===== src/rtl/frame_reception.sv =====
// Receive-side MAC framer: locates the SFD, de-serialises the header and payload,
// recomputes the Ethernet CRC-32 and reports good, bad or aborted frames.
module frame_reception #(
    parameter int MIN_PREAMBLE = 7,
    parameter int GAP_TIMEOUT  = 16
) (
    input  logic        clk,
    input  logic        rst,
    input  logic [7:0]  rx_in,
    input  logic        rx_dv,
    output logic [47:0] dest_addr,
    output logic [47:0] src_addr,
    output logic [15:0] eth_type,
    output logic [31:0] data_out,
    output logic        frame_valid,
    output logic        crc_error,
    output logic        frame_abort,
    output logic        rx_busy,
    output logic [3:0]  state
);
    localparam logic [3:0]  ST_IDLE     = 4'd0;
    localparam logic [3:0]  ST_PREAMBLE = 4'd1;
    localparam logic [3:0]  ST_DEST     = 4'd3;
    localparam logic [3:0]  ST_SRC      = 4'd4;
    localparam logic [3:0]  ST_TYPE     = 4'd5;
    localparam logic [3:0]  ST_PAY      = 4'd6;
    localparam logic [3:0]  ST_FCS      = 4'd7;
    localparam logic [3:0]  ST_CHECK    = 4'd8;
    localparam logic [7:0]  PRE_BYTE    = 8'hAA;
    localparam logic [7:0]  SFD_BYTE    = 8'hAB;
    localparam logic [3:0]  MIN_PRE     = 4'(MIN_PREAMBLE);
    localparam logic [7:0]  GAP_LAST    = 8'(GAP_TIMEOUT - 1);
    localparam logic [31:0] CRC_INIT    = 32'hFFFF_FFFF;

    // Reflected CRC-32 update for one byte, least significant bit first.
    function automatic logic [31:0] crc32_byte(input logic [31:0] crc_in, input logic [7:0] data);
        logic [31:0] c;
        c = crc_in ^ {24'd0, data};
        for (int i = 0; i < 8; i++) begin
            if (c[0]) begin
                c = (c >> 1) ^ 32'hEDB8_8320;
            end else begin
                c = c >> 1;
            end
        end
        return c;
    endfunction

    logic [3:0]  state_r;
    logic [3:0]  state_nx_s;
    logic [3:0]  pre_cnt_r;
    logic [2:0]  byte_cnt_r;
    logic [7:0]  gap_cnt_r;
    logic [31:0] crc_r;
    logic [47:0] dest_stg_r;
    logic [47:0] src_stg_r;
    logic [15:0] type_stg_r;
    logic [31:0] pay_stg_r;
    logic [31:0] fcs_stg_r;
    logic        in_field_s;
    logic [2:0]  field_last_s;
    logic [3:0]  field_next_s;
    logic        field_wrap_s;
    logic        gap_expire_s;
    logic        crc_ok_s;
    logic        frame_valid_nx_s;
    logic        crc_error_nx_s;
    logic        frame_abort_nx_s;

    assign state = state_r;

    // Field length decode, gap expiry and CRC comparison.
    always_comb begin
        in_field_s   = 1'b1;
        field_last_s = 3'd0;
        field_next_s = ST_IDLE;
        case (state_r)
            ST_DEST: begin field_last_s = 3'd5; field_next_s = ST_SRC;   end
            ST_SRC:  begin field_last_s = 3'd5; field_next_s = ST_TYPE;  end
            ST_TYPE: begin field_last_s = 3'd1; field_next_s = ST_PAY;   end
            ST_PAY:  begin field_last_s = 3'd3; field_next_s = ST_FCS;   end
            ST_FCS:  begin field_last_s = 3'd3; field_next_s = ST_CHECK; end
            default: in_field_s = 1'b0;
        endcase
        field_wrap_s = in_field_s && rx_dv && (byte_cnt_r == field_last_s);
        gap_expire_s = in_field_s && !rx_dv && (gap_cnt_r == GAP_LAST);
        crc_ok_s     = ((~crc_r) == fcs_stg_r);
    end

    // State register.
    always_ff @(posedge clk or posedge rst) begin
        if (rst) begin
            state_r <= ST_IDLE;
        end else begin
            state_r <= state_nx_s;
        end
    end

    // Next-state logic.
    always_comb begin
        state_nx_s = state_r;
        case (state_r)
            ST_IDLE: begin
                if (rx_dv && (rx_in == PRE_BYTE)) begin
                    state_nx_s = ST_PREAMBLE;
                end else begin
                    state_nx_s = ST_IDLE;
                end
            end
            ST_PREAMBLE: begin
                if (!rx_dv) begin
                    state_nx_s = ST_IDLE;
                end else if (rx_in == PRE_BYTE) begin
                    state_nx_s = ST_PREAMBLE;
                end else if ((rx_in == SFD_BYTE) && (pre_cnt_r >= MIN_PRE)) begin
                    state_nx_s = ST_DEST;
                end else begin
                    state_nx_s = ST_IDLE;
                end
            end
            ST_DEST, ST_SRC, ST_TYPE, ST_PAY, ST_FCS: begin
                if (gap_expire_s) begin
                    state_nx_s = ST_IDLE;
                end else if (field_wrap_s) begin
                    state_nx_s = field_next_s;
                end else begin
                    state_nx_s = state_r;
                end
            end
            ST_CHECK: state_nx_s = ST_IDLE;
            default:  state_nx_s = ST_IDLE;
        endcase
    end

    // Status pulse decode; the pulses themselves are registered below.
    always_comb begin
        frame_valid_nx_s = 1'b0;
        crc_error_nx_s   = 1'b0;
        if (state_r == ST_CHECK) begin
            frame_valid_nx_s = crc_ok_s;
            crc_error_nx_s   = !crc_ok_s;
        end else begin
            frame_valid_nx_s = 1'b0;
            crc_error_nx_s   = 1'b0;
        end
        frame_abort_nx_s = gap_expire_s;
    end

    // Counters, CRC accumulator and field staging.
    always_ff @(posedge clk or posedge rst) begin
        if (rst) begin
            pre_cnt_r  <= 4'd0;
            byte_cnt_r <= 3'd0;
            gap_cnt_r  <= 8'd0;
            crc_r      <= CRC_INIT;
            dest_stg_r <= 48'd0;
            src_stg_r  <= 48'd0;
            type_stg_r <= 16'd0;
            pay_stg_r  <= 32'd0;
            fcs_stg_r  <= 32'd0;
        end else begin
            case (state_r)
                ST_IDLE: begin
                    pre_cnt_r  <= (rx_dv && (rx_in == PRE_BYTE)) ? 4'd1 : 4'd0;
                    byte_cnt_r <= 3'd0;
                    gap_cnt_r  <= 8'd0;
                end
                ST_PREAMBLE: begin
                    if (state_nx_s == ST_PREAMBLE) begin
                        pre_cnt_r <= (pre_cnt_r == 4'd15) ? 4'd15 : pre_cnt_r + 4'd1;
                    end else begin
                        pre_cnt_r <= 4'd0;
                    end
                    byte_cnt_r <= 3'd0;
                    gap_cnt_r  <= 8'd0;
                    crc_r      <= CRC_INIT;
                end
                ST_DEST, ST_SRC, ST_TYPE, ST_PAY, ST_FCS: begin
                    if (rx_dv) begin
                        gap_cnt_r  <= 8'd0;
                        byte_cnt_r <= field_wrap_s ? 3'd0 : byte_cnt_r + 3'd1;
                        if (state_r != ST_FCS) begin
                            crc_r <= crc32_byte(crc_r, rx_in);
                        end
                        case (state_r)
                            ST_DEST: dest_stg_r <= {dest_stg_r[39:0], rx_in};
                            ST_SRC:  src_stg_r  <= {src_stg_r[39:0], rx_in};
                            ST_TYPE: type_stg_r <= {type_stg_r[7:0], rx_in};
                            ST_PAY:  pay_stg_r  <= {pay_stg_r[23:0], rx_in};
                            ST_FCS:  fcs_stg_r  <= {fcs_stg_r[23:0], rx_in};
                            default: fcs_stg_r  <= fcs_stg_r;
                        endcase
                    end else if (gap_expire_s) begin
                        gap_cnt_r  <= 8'd0;
                        byte_cnt_r <= 3'd0;
                        crc_r      <= CRC_INIT;
                        dest_stg_r <= 48'd0;
                        src_stg_r  <= 48'd0;
                        type_stg_r <= 16'd0;
                        pay_stg_r  <= 32'd0;
                        fcs_stg_r  <= 32'd0;
                    end else begin
                        gap_cnt_r <= gap_cnt_r + 8'd1;
                    end
                end
                default: begin
                    byte_cnt_r <= 3'd0;
                    gap_cnt_r  <= 8'd0;
                end
            endcase
        end
    end

    // Registered status and output fields; fields load only on a good frame.
    always_ff @(posedge clk or posedge rst) begin
        if (rst) begin
            frame_valid <= 1'b0;
            crc_error   <= 1'b0;
            frame_abort <= 1'b0;
            rx_busy     <= 1'b0;
            dest_addr   <= 48'd0;
            src_addr    <= 48'd0;
            eth_type    <= 16'd0;
            data_out    <= 32'd0;
        end else begin
            frame_valid <= frame_valid_nx_s;
            crc_error   <= crc_error_nx_s;
            frame_abort <= frame_abort_nx_s;
            rx_busy     <= (state_r != ST_IDLE);
            if (frame_valid_nx_s) begin
                dest_addr <= dest_stg_r;
                src_addr  <= src_stg_r;
                eth_type  <= type_stg_r;
                data_out  <= pay_stg_r;
            end
        end
    end
endmodule


===== config.mk =====
export PLATFORM = sky130hd
export DESIGN_NAME = frame_reception
export DESIGN_NICKNAME = d
export VERILOG_FILES = /design/src/rtl/frame_reception.sv
export SDC_FILE = /design/constraint.sdc
export NUM_CORES = 1
export LEC_CHECK = 0
export BUFFER_PORTS_ARGS = -buffer_cell sky130_fd_sc_hd__buf_2
export CAP_MARGIN = 25
export CELL_PAD_IN_SITES_DETAIL_PLACEMENT = 1
export CELL_PAD_IN_SITES_GLOBAL_PLACEMENT = 1
export CORE_UTILIZATION = 47
export CTS_BUF_LIST = sky130_fd_sc_hd__clkbuf_4 sky130_fd_sc_hd__clkbuf_8 sky130_fd_sc_hd__clkbuf_16
export DETAILED_ROUTE_END_ITERATION = 8
export PLACE_DENSITY = 0.85
export SYNTH_ARGS = -nofsm -noshare
export SYNTH_HDL_FRONTEND = slang
export SYNTH_SLANG_ARGS = --single-unit

===== constraint.sdc =====
create_clock -name clk -period 13.1 [get_ports clk]
set_input_delay 0.655 -clock clk [delete_from_list [all_inputs] [get_ports clk]]
set_output_delay 0.655 -clock clk [all_outputs]
set_load 0.05 [all_outputs]

* After elaboration in Yosys (flattened, before gate mapping)
Index checks and enable logic that the tools add are counted. Widths: inputs -> output; s select.
Operators by class: add/subtract/negate cells 3, $mul 0, div/mod/pow operators 0, order comparisons 1, equal/unequal tests 22, shift-type cells 0, multiplexer cells 68, bitwise logic cells 10, reduce and logical (&&, ||, !) cells 22
Operator list (count):
- $mux 32 | 37
- $mux 48 | 5
- $not 13->14 | 8
- $pmux 32 s2 | 1
- $mux 16 | 3
- $eq 32x32->1 | 1
- $not 32->32 | 1
- $xor 32x8->32 | 1
- $mux 8 | 3
- $pmux 4 s5 | 1
- $reduce_and 3->1 | 6
- $eq 4x3->1 const B | 4
- $eq 8x8->1 const B | 2
- $mux 4 | 4
- $mux 3 | 4
- $pmux 4 s3 | 1
- $ne 2x1->1 const B | 5
- $pmux 3 s3 | 1
- $add 8x1->8 const B | 1
- $eq 4x1->1 const B | 2
- $eq 4x4->1 const B | 2
- $eq 8x4->1 const B | 1
- $pmux 4 s2 | 1
- $logic_and 1x1->1 | 6
- other kinds (16) | 25
Storage, ports and cells: register bits 375, bits in latches 0, bits in writable memories 0, bits in read-only memories 0, bits of input ports 11, output and inout bits 152, logic and storage cells 144, memories 0

* Logic depth before layout (Yosys ltp)
word-level depth 41, mapped depth 9, depth with buffers taken out 6

* Worst setup path after synthesis
Ideal clock, no wire load.
path kind reg2reg, start register state_r[1], in the netlist state[1], end register data_out[0], setup time 0.127 ns, arrival 2.519 ns, required time 12.973 ns, setup slack 10.454 ns, cell stages (with the launch flop) 7, path buffers 3, period minus slack after synthesis 2.646 ns, cells stage by stage dfrtp_1 -> clkbuf_1 -> or4b_1 -> nor4_4 -> buf_4 -> buf_6 -> mux2_1
Between the ends: word-level cells in the longest chain between the ends 2
RTL lines:
- from (decl) | RTL line 49 | logic [3:0] state_r;
- from (signal assigned) | RTL line 95 | state_r <= state_nx_s;
- $eq 4x4->1 | RTL line 139 | if (state_r == ST_CHECK) begin
- $mux 1 | RTL line 139
- to (signal assigned) | RTL line 234 | data_out <= pay_stg_r;
- to (decl) | RTL line 14 | output logic [31:0] data_out,
No other way between the ends. A chain may end at the register's enable or synchronous reset.

* Worst setup path after layout
start input rx_dv, end register fcs_stg_r[0]
Between the ends: word-level cells in the longest chain between the ends 5, elaborated cells on any way between the ends 7, those cells by class 1 x eq/ne; 1 x mux; 5 x reduce/logical
RTL lines:
- from (decl) | RTL line 10 | input logic rx_dv,
- $logic_not 1->1
- $logic_and 1x1->1 (2 in a row) | RTL line 86 | gap_expire_s = in_field_s && !rx_dv && (gap_cnt_r == GAP_LAST);
- $reduce_bool 2->1 (no source line)
- $reduce_and 3->1 (no source line)
- to (signal assigned) | RTL line 190 | ST_FCS: fcs_stg_r <= {fcs_stg_r[23:0], rx_in};
- to (signal assigned) | RTL line 191 | default: fcs_stg_r <= fcs_stg_r;
- to (decl) | RTL line 59 | logic [31:0] fcs_stg_r;
Parallel ways exist; a longest one is shown, timed or not.

==> flow_metrics.env <==
export IMPL_grt_remaining_overflow=0
export IMPL_switching_share=0.280
export IMPL_post_place_ws_ns=9.28
export IMPL_stdcell_area_um2=18100
export IMPL_grt_antenna_before_repair=0
export IMPL_synthFlopType="dfrtp_1"
export IMPL_cts_resizes=0
export IMPL_cp_required_ns=13.46
export IMPL_antenna_left=0
export IMPL_status="finished, final reports clean"
export IMPL_grt_usage=0.253
export IMPL_synth_nets=1366
export IMPL_cts_htree_levels=2
export IMPL_tns_ns=0
export IMPL_routed_via_density=5.51
export IMPL_area_growth_synth_to_final_pct=16.3
export IMPL_initial_cell_density_of_the_core=0.478
export IMPL_tritoncts_num_buffers=39
export IMPL_cts_repair_timing_setup_buffer_count=0
export IMPL_detailed_place_area_um2=16800
export IMPL_finalMaxSlewViolations=0
export IMPL_ffs_w_async_s_r_synth=1.00
export IMPL_max_slew_margin_rel=0.171
export IMPL_detail_route_wl_per_cell_um=21.3
export IMPL_timing_fmax_ghz=0.301
export IMPL_netlist_top_cells_count="343 x dfrtp_1, 290 x nand2_1, 97 x o21ai_0"
export IMPL_ctsLongestPathBuffers=3
export IMPL_grt_setup_unrepaired="no"
export IMPL_power_combinational_fraction=0.205
export IMPL_ys_ff_latch=375
export IMPL_syn_mean_instance_area_um2=11.5
export IMPL_maxCapViolCount=0
export IMPL_rows=66
export IMPL_clk_root_buffer_cell="clkbuf_16"
export IMPL_detailroute_via_count=10845
export IMPL_hp_class="primary input to asynchronous set/reset pin"
export IMPL_die_width_um=184
export IMPL_clkLatencyLatePin_ns=0.53
export IMPL_clock_tree_from_tritoncts="done"
export IMPL_p_int_mw=2.21
export IMPL_diodes=0
export IMPL_design_final_nets=1510
export IMPL_cts_hold_buf=0
export IMPL_clk_pin_slew_ns=0.06
export IMPL_timing_final_crit_period_ns=3.32
export IMPL_first_pass_grt_wire_length_mm=66.7
export IMPL_design_portCount=163
export IMPL_timing_final_setup_violations=0
export IMPL_globalplace_congestion=0.837
export IMPL_drtIter0Drc=823
export IMPL_drive_above_1_share=0.250
export IMPL_yosys_warnings=0
export IMPL_grt_max_degree=210
export IMPL_worstPathArrival_ns=3.67
export IMPL_first_global_vias=11890
export IMPL_synth_area_leader_cell="dfrtp_1"
export IMPL_layout_worst_path_cycle_share=0.253
export IMPL_dp_hpwl_mm=26.7
export IMPL_die_area_um2=33900
export IMPL_vdd_ir_drop_worst_mv=0.138
export IMPL_clock_sinks=375
export IMPL_report_final_hold_viol_count=0
export IMPL_kind_of_launch_point_of_the_worst_setup_path="primary input"
export IMPL_largest_cells_by_area_after_synthesis="dfrtp_1 55%, nand2_1 7.0%, mux2_2 6.1%"
export IMPL_synth_seq_area_share=0.605
export IMPL_synth_edff_count=0
export IMPL_p_seq_frac=0.435
export IMPL_pwr_density_cell_nw_per_um2=170
export IMPL_route_detailed_drc=0
export IMPL_post_synth_instance_area_um2=15600
export IMPL_finalHoldWorstSlack_ns=0.231
export IMPL_finClkSkew_ns=0.0205
export IMPL_yosysTopAreaCellShare=0.551
export IMPL_crit_type="primary input to register"
export IMPL_number_of_different_library_cells_in_the_post_synthesis_netlist=52
export IMPL_most_frequently_used_cell_type_in_the_post_synthesis_netlist="dfrtp_1"
export IMPL_fin_util=0.556
export IMPL_power_share_clock=0.360
export IMPL_port_buffers=162
export IMPL_core_area_um2=32500
export IMPL_total_leakage_power_nw=9.16
export IMPL_die_h_um=184
export IMPL_fin_ws_ns=9.78
export IMPL_switchingPower_mw=0.862
export IMPL_max_slew_worst_pin_slew_ns=1.24
export IMPL_timing_critical_path_to_type="register"
export IMPL_drt_pass1_iter_count=4
export IMPL_routed_wl_mm=41.8
export IMPL_timing_critical_path_fanout_max=63
export IMPL_synthesis_instances=1352
-- power groups by stage --
stage                     clock, mW  combinational (mW)  sequential, mW
after detailed placement          0               0.628            1.36
after global routing           1.17               0.691            1.34
final                          1.11               0.632            1.34
after CTS                      1.13               0.639            1.34
after floorplan                   0               0.517            1.32
after global placement            0               0.601            1.35
-- cell usage in the layout (no fill, tap or decap), types with 2 or more instances in the layout --
cell / Yosys / layout
nor2_1: 16 / 15
a22o_1: 2 / 2
o311ai_0: 2 / 2
dfstp_2: 32 / 32
and3_1: 3 / 3
o22a_1: 13 / 13
or3_1: 4 / 4
dfrtp_1: 343 / 343
clkbuf_16: 0 / 40
nand3b_1: 2 / 2
nand2_1: 290 / 290
xnor2_1: 88 / 88
nor4_1: 13 / 13
clkbuf_4: 0 / 11
mux2_1: 60 / 60
xor2_1: 19 / 19
nor2b_1: 5 / 5
buf_12: 0 / 3
clkinv_2: 0 / 7
clkbuf_8: 0 / 8
xnor3_1: 2 / 2
a2bb2oi_1: 19 / 19
nand3_1: 93 / 93
o31ai_1: 17 / 17
ha_1: 3 / 3
and2_1: 2 / 2
o21ai_0: 97 / 97
buf_2: 8 / 161
mux2_2: 85 / 85
nand4_1: 3 / 3
a21oi_1: 11 / 7
buf_4: 1 / 16
or4_1: 2 / 2
nand2b_1: 3 / 3
nor3_1: 8 / 7
a21oi_4: 0 / 3
inv_1: 20 / 19
-- state kept, by name (all words and copies together) (netlist names), 3 cells and up --
register	cells
fcs_stg_r	32
byte_cnt_r	3
pre_cnt_r	4
src_addr	48
src_stg_r	48
type_stg_r	16
state	4
dest_stg_r	48
dest_addr	48
eth_type	16
crc_r	32
pay_stg_r	32
data_out	32
gap_cnt_r	8
-- worst max-delay path, cell delays in order --
cell and delay (ns):
buf_4 0.47, buf_4 0.67, nand2_1 0.21, nor2_2 0.88, a21oi_1 0.47, nand2_1 0.18, o21ai_0 0.10
-- cell type report --
type,count,area [um^2]
clock buffer,59,1190
fill,3466,14400
multi-input combinational,880,5770
tap,442,553
sequential,375,9420
inverter,20,82.6
timing repair buffer,180,986
clock inverter,11,93.8
-- layer usage --
layer  vias to the layer above  GRT usage  wire length, um  part of all wire
li1                       4890          -                -                 -
met1                      5611      0.323            17400              0.42
met2                       255      0.440            21600              0.52
met3                        89     0.0378             1660             0.040
met4                         0     0.0830             1240             0.030
met5                         -          0                0                 0
-- path summary, 6_finish.rpt --
path                                        start                    endpoint  slack, ns  cells past startpoint
max in group asynchronous                     rst   src_stg_r[23]$_DFFE_PP0P_      10.53                      4
hold / removal                                rst  dest_stg_r[15]$_DFFE_PP0P_       0.23                      2
min in group clk           gap_cnt_r[0]$_DFF_PP0_      gap_cnt_r[0]$_DFF_PP0_       0.47                      1
setup / recovery                            rx_dv    fcs_stg_r[0]$_DFFE_PP0P_       9.78                      7
setup reg to reg            crc_r[27]$_DFFE_PP1P_   dest_addr[37]$_DFFE_PP0P_      10.01                      7
hold reg to reg            gap_cnt_r[0]$_DFF_PP0_      gap_cnt_r[0]$_DFF_PP0_       0.47                      1
-- logic make-up after synthesis --
logic type | after synthesis | synth area share
compound gates | 169 | 0.0675
xor+xnor | 111 | 0.0658
fa+ha+maj | 3 | 0.00241
buf+inv | 97 | 0.0272
flops | 375 | 0.605
mux | 145 | 0.105
simple gates | 452 | 0.127
-- per-stage QoR --
step	power, mW	std cells
global route	3.20	1967
detailed placement	1.98	1895
CTS	3.10	1965
global placement	1.95	1895
finish	3.08	1967
floorplan	1.84	1352
(Power assumes the default switching activity.)
